$ cat src/rtl/ro_mon_ctrl.sv
// Ring-oscillator process-monitor sequencer: settles one oscillator, counts its edges over a window.
// Optional overflow flag output OVF is compiled in when RO_MON_OVF_FLAG_EN is defined.
module ro_mon_ctrl #(
    parameter int N_RO   = 4,
    parameter int CNT_W  = 16,
    parameter int WIN_W  = 16,
    parameter int SETTLE = 8
) (
    input  logic                     CLK,
    input  logic                     RN,
    input  logic                     START,
    input  logic                     SWEEP,
    input  logic [$clog2(N_RO)-1:0]  RO_SEL,
    input  logic [WIN_W-1:0]         WINDOW,
    input  logic [N_RO-1:0]          RO_IN,
    output logic [N_RO-1:0]          RO_EN,
    output logic                     BUSY,
    output logic                     VALID,
    output logic [$clog2(N_RO)-1:0]  RO_ID,
    output logic [CNT_W-1:0]         COUNT
`ifdef RO_MON_OVF_FLAG_EN
    ,
    output logic                     OVF
`endif
);

    localparam int SEL_W = $clog2(N_RO);
    localparam int SET_W = $clog2(SETTLE + 1);
    localparam logic [SEL_W-1:0] LAST_IDX = SEL_W'(N_RO - 1);
    localparam logic [CNT_W-1:0] CNT_MAX  = {CNT_W{1'b1}};

    typedef enum logic [1:0] {
        S_IDLE    = 2'd0,
        S_SETTLE  = 2'd1,
        S_MEASURE = 2'd2,
        S_DONE    = 2'd3
    } state_t;

    state_t             state_q, state_d;
    logic [SEL_W-1:0]   idx_q, idx_d;
    logic               sweep_q, sweep_d;
    logic [WIN_W-1:0]   win_q, win_d;
    logic [SET_W-1:0]   settle_cnt_q, settle_cnt_d;
    logic [WIN_W-1:0]   win_cnt_q, win_cnt_d;
    logic [CNT_W-1:0]   cnt_q, cnt_d;
    logic [CNT_W-1:0]   count_q, count_d;
    logic [SEL_W-1:0]   ro_id_q, ro_id_d;
`ifdef RO_MON_OVF_FLAG_EN
    logic               sat_q, sat_d;
    logic               ovf_q, ovf_d;
`endif

    // Two-flop synchronizer followed by a history flop for edge detection.
    logic               ro_mux;
    logic               sync1_q, sync2_q, hist_q;
    logic               ro_edge;

    assign ro_mux  = RO_IN[idx_q];
    assign ro_edge = sync2_q & ~hist_q;

    always_ff @(posedge CLK or negedge RN) begin
        if (!RN) begin
            sync1_q <= 1'b0;
            sync2_q <= 1'b0;
            hist_q  <= 1'b0;
        end else begin
            sync1_q <= ro_mux;
            sync2_q <= sync1_q;
            hist_q  <= sync2_q;
        end
    end

    always_ff @(posedge CLK or negedge RN) begin
        if (!RN) begin
            state_q      <= S_IDLE;
            idx_q        <= '0;
            sweep_q      <= 1'b0;
            win_q        <= '0;
            settle_cnt_q <= '0;
            win_cnt_q    <= '0;
            cnt_q        <= '0;
            count_q      <= '0;
            ro_id_q      <= '0;
`ifdef RO_MON_OVF_FLAG_EN
            sat_q        <= 1'b0;
            ovf_q        <= 1'b0;
`endif
        end else begin
            state_q      <= state_d;
            idx_q        <= idx_d;
            sweep_q      <= sweep_d;
            win_q        <= win_d;
            settle_cnt_q <= settle_cnt_d;
            win_cnt_q    <= win_cnt_d;
            cnt_q        <= cnt_d;
            count_q      <= count_d;
            ro_id_q      <= ro_id_d;
`ifdef RO_MON_OVF_FLAG_EN
            sat_q        <= sat_d;
            ovf_q        <= ovf_d;
`endif
        end
    end

    always_comb begin
        state_d      = state_q;
        idx_d        = idx_q;
        sweep_d      = sweep_q;
        win_d        = win_q;
        settle_cnt_d = settle_cnt_q;
        win_cnt_d    = win_cnt_q;
        cnt_d        = cnt_q;
        count_d      = count_q;
        ro_id_d      = ro_id_q;
`ifdef RO_MON_OVF_FLAG_EN
        sat_d        = sat_q;
        ovf_d        = ovf_q;
`endif

        case (state_q)
            S_IDLE: begin
                if (START) begin
                    sweep_d      = SWEEP;
                    win_d        = (WINDOW == '0) ? WIN_W'(1) : WINDOW;
                    if (SWEEP)
                        idx_d = '0;
                    else
                        idx_d = (RO_SEL > LAST_IDX) ? LAST_IDX : RO_SEL;
                    settle_cnt_d = SET_W'(SETTLE - 1);
                    state_d      = S_SETTLE;
                end
            end

            S_SETTLE: begin
                cnt_d = '0;
`ifdef RO_MON_OVF_FLAG_EN
                sat_d = 1'b0;
`endif
                if (settle_cnt_q == '0) begin
                    win_cnt_d = win_q - WIN_W'(1);
                    state_d   = S_MEASURE;
                end else begin
                    settle_cnt_d = settle_cnt_q - SET_W'(1);
                end
            end

            S_MEASURE: begin
                if (ro_edge) begin
                    if (cnt_q != CNT_MAX)
                        cnt_d = cnt_q + CNT_W'(1);
`ifdef RO_MON_OVF_FLAG_EN
                    else
                        sat_d = 1'b1;
`endif
                end
                // Results are captured on the last window cycle so they are stable during DONE.
                if (win_cnt_q == '0) begin
                    count_d = cnt_d;
                    ro_id_d = idx_q;
`ifdef RO_MON_OVF_FLAG_EN
                    ovf_d   = sat_d;
`endif
                    state_d = S_DONE;
                end else begin
                    win_cnt_d = win_cnt_q - WIN_W'(1);
                end
            end

            S_DONE: begin
                if (sweep_q && (idx_q != LAST_IDX)) begin
                    idx_d        = idx_q + SEL_W'(1);
                    settle_cnt_d = SET_W'(SETTLE - 1);
                    state_d      = S_SETTLE;
                end else begin
                    state_d = S_IDLE;
                end
            end

            default: state_d = S_IDLE;
        endcase
    end

    logic ro_active;
    assign ro_active = (state_q == S_SETTLE) || (state_q == S_MEASURE);

    genvar gi;
    generate
        for (gi = 0; gi < N_RO; gi++) begin : g_ro_en
            assign RO_EN[gi] = ro_active && (idx_q == SEL_W'(gi));
        end
    endgenerate

    assign BUSY  = (state_q != S_IDLE);
    assign VALID = (state_q == S_DONE);
    assign RO_ID = ro_id_q;
    assign COUNT = count_q;
`ifdef RO_MON_OVF_FLAG_EN
    assign OVF   = ovf_q;
`endif

endmodule
$ cat config.mk
export PLATFORM = sky130hd
export DESIGN_NAME = ro_mon_ctrl
export DESIGN_NICKNAME = d
export VERILOG_FILES = /design/src/rtl/ro_mon_ctrl.sv
export SDC_FILE = /design/constraint.sdc
export NUM_CORES = 1
export LEC_CHECK = 0
export BUFFER_PORTS_ARGS = -buffer_cell sky130_fd_sc_hd__buf_2
export CORE_MARGIN = 2
export CORE_UTILIZATION = 30
export CTS_BUF_LIST = sky130_fd_sc_hd__clkbuf_4 sky130_fd_sc_hd__clkbuf_8
export CTS_CLUSTER_SIZE = 20
export DETAILED_ROUTE_END_ITERATION = 8
export PLACE_DENSITY = 0.48
export RECOVER_POWER = 25
export SETUP_SLACK_MARGIN = 0.15
export SLEW_MARGIN = 40
export SYNTH_ARGS = -nofsm -noshare
export SYNTH_HDL_FRONTEND = slang
export SYNTH_SLANG_ARGS = --single-unit
$ cat constraint.sdc
create_clock -name CLK -period 4 [get_ports CLK]
set_input_delay 0.4 -clock CLK [delete_from_list [all_inputs] [get_ports CLK]]
set_output_delay 0.4 -clock CLK [all_outputs]
set_load 0.005 [all_outputs]
==> summary.md <==
| Metric | Value |
|---|---|
| Status | finished, violations left |
| Failing checks | capacitance limit, slew limit |
| Met2 WL | 4.62 mm |
| Net Sw Frac | 41.4% |
| CP startpoint | state_q[0]$_DFFE_PN0P_ |
| Largest family of logic cells by synthesized area | simple AND/OR/NAND/NOR gates |
| Core area | 14,400 µm² |
| Final Hold Viols | 0 |
| WP data required | 4.28 ns |
| Clock Sinks | 78 |
| First-pass GRT wire length | 17.7 mm |
| Fmax | 339 MHz |
| Die X | 125 µm |
| RSZ-0062 raised after global routing | false |
| Area growth syn-to-layout | 13.1% |
| Antenna Violating Nets Remaining | 0 |
| Synth Area in Compound Gates | 15.3% |
| Primary FF master, synth | dfrtp_1 |
| Post-synthesis xor/xnor area fraction | 5.17% |
| Max-slew violation count | 79 |
| Highest routed layer | met4 |
| Total track usage | 13.8% |
| Max-cap violations | 1 |
| WL/cell | 14.8 µm |
| Row cnt | 44 |
| Num CTS Buffers | 9 |
| # DRC | 0 |
| IO Count | 50 |
| HP Class | in2reg |
| Clock skew | 0.0135 ns |
| CP Capture Type | flop |
| Most frequent cells in the layout | dfrtp_1 (78), buf_2 (48), nor2_1 (42) |
| Slew @ Worst Pin | 2.05 ns |
| Nets | 535 |
| Register bit total from synthesis | 78 |
| Element type at the critical path start | flop |
| Clock transition at path regs | 0.07 ns |
| Mapped Nets | 494 |
| Yosys top cell by area | dfrtp_1 |
| Vias | 3,522 |
| Crit Path Class | reg2reg |
| Largest net degree at the start of global routing | 79 |
| R2r startpoint | state_q[0]$_DFFE_PN0P_ |
| Post-CTS Setup Bufs | 0 |
| Sequential fraction of the synthesis area | 44.3% |
| Pwr dens | 606 nW/µm² |
| DR vias/cell | 5.16 |
| Worst EP arrival | 3.23 ns |
| Met3 wire length | 339 µm |
| Synth Cell Area | 4400 µm² |
| Vias in the first global route | 3,532 |
| Root Driver | clkbuf_8 |
| Ys async rst share | 100% |
| Max VDD drop | 0.476 mV |
| DP HPWL | 7.20 mm |
| WL met1 | 4.98 mm |
| N_diodes | 0 |
| Logic pwr share | 40.3% |
| Fin Setup TNS | 0 ns |
| 1st-iter DRT viols | 200 |
| Commonest non-fill, non-tap cell in the layout | dfrtp_1 |
| Resize count post-CTS | 0 |
| Post-CTS Hold Buffers | 0 |
| Syn avg cell area | 9.65 µm² |
| Cells after Synth | 456 |
| Max_slew headroom | -36.7% |
| Synthesized-area fraction occupied by and/or/nand/nor cells | 19.7% |
| CTS tree | built |
| Final period util | 73.7% |
| Hold path startpoint | WINDOW[15] |
| Initial Util | 30.5% |
| Reg power frac | 40.7% |
| Syn. warnings | 0 |
| Final Util | 34.5% |
| Sw Pwr | 1.25 mW |
| Placer Congestion | 0.816 |
| Leakage power | 2.05 nW |
| Clk_lat worst skew | 0.36 ns |
| Share of cells above drive strength 1 | 20.2% |
| DIE HEIGHT | 125 µm |
| Number of port buffers | 49 |
| H-tree lvl count | 3 |
| Total power | 3.02 mW |
| Gr ovfl total | 0 |
| Antenna violations before repair | 0 |
| Routed WL | 10.1 mm |
| Final hold slack | 0.282 ns |
| Mux cell area share after synthesis | 8.41% |
| Final setup vio count | 0 |
| Clk pwr share | 19.0% |
| Post-synth EDFFs | 0 |
| Longest Clk Path Bufs | 2 |
| Tmin final | 2.95 ns |
| Synth area leaders | dfrtp_1 (44%), mux2_2 (5.6%), a21oi_1 (4.1%) |
| CP max FO | 34 |
| Post-synth top area share | 44.3% |
| Cell variety after synth | 59 |
| Router iterations before antenna repair | 4 |
| Total Die Area | 15,700 µm² |
| Pint | 1.77 mW |
| Post-Synth Adder-Cell Area | 3.41% |
worst paths after layout:
kind | end | slack [ns] | depth (start not counted)
min in group asynchronous | COUNT[3]$_DFFE_PN0P_ | 0.59 | 1
max in group asynchronous | settle_cnt_q[2]$_DFFE_PN0P_ | 2.16 | 1
worst max register to register | win_cnt_q[10]$_DFFE_PN0P_ | 1.05 | 9
worst min register to register | sync2_q$_DFF_PN0_ | 0.35 | 0
worst max-delay path | win_cnt_q[10]$_DFFE_PN0P_ | 1.05 | 9
worst min-delay path | win_q[15]$_DFFE_PN0P_ | 0.28 | 2
synth_stat cells, types with 13 or more instances:
cell type  number
nor3_1         18
o21ai_0        26
nor2_1         43
inv_1          16
nand2_1        25
mux2_2         22
dfrtp_1        78
xnor2_1        14
a21oi_1        36
nand3_1        21
o22ai_1        13
final cells by class:
type | count | area (µm²)
sequential | 78 | 1950
clock inverter | 2 | 35.0
fill | 1481 | 9440
tap | 184 | 230
multi-input combinational | 340 | 2290
inverter | 17 | 63.8
clock buffer | 11 | 145
timing repair buffer | 51 | 260
power by group through the flow:
stage / registers, mW / clock network, mW / logic [mW]
3_5_place_dp: 1.24 / 0 / 1.22
4_1_cts: 1.22 / 0.609 / 1.23
6_report: 1.23 / 0.575 / 1.22
3_3_place_gp: 1.24 / 0 / 1.21
2_1_floorplan: 1.16 / 0 / 0.967
5_1_grt: 1.26 / 0.635 / 1.38
sequential cells by signal, indices dropped and copies added, names as in the netlist:
register / count
COUNT: 16
RO_ID: 2
cnt_q: 16
hist_q: 1
idx_q: 2
settle_cnt_q: 4
state_q: 2
sweep_q: 1
sync1_q: 1
sync2_q: 1
win_cnt_q: 16
win_q: 16
logic make-up after synthesis:
family | after synthesis
buffers and inverters | 38
DFF | 78
AOI/OAI and AO/OA | 108
adders and majority gates | 12
and+or+nand+nor | 161
xor gates and xnor gates | 26
muxes | 33
metal layers:
| layer | track usage [%] | up-vias |
|---|---|---|
| li1 | - | 1746 |
| met1 | 18.3 | 1713 |
| met2 | 21.7 | 51 |
| met3 | 3.55 | 12 |
| met4 | 5.03 | 0 |
| met5 | 0 | - |
metrics by stage:
stage | std cells | setup slack [ns] | cell area, µm²
after floorplan | 456 | 0.916 | 4400
after global placement | 670 | 1.17 | 4800
after detailed placement | 670 | 1.09 | 4810
after CTS | 683 | 1.09 | 4990
after global routing | 683 | 0.618 | 4980
final | 683 | 1.05 | 4980
critical path, cell delays in order, from the launching register on:
cell and delay (ns):
dfrtp_1 0.43, inv_1 0.12, ha_2 0.65, mux2i_1 0.31
ha_1 0.25, o21ai_1 0.25, nor3_1 0.45, xor2_1 0.18
o22ai_1 0.10, a21oi_1 0.14
Power figures use the tool's default switching activity.
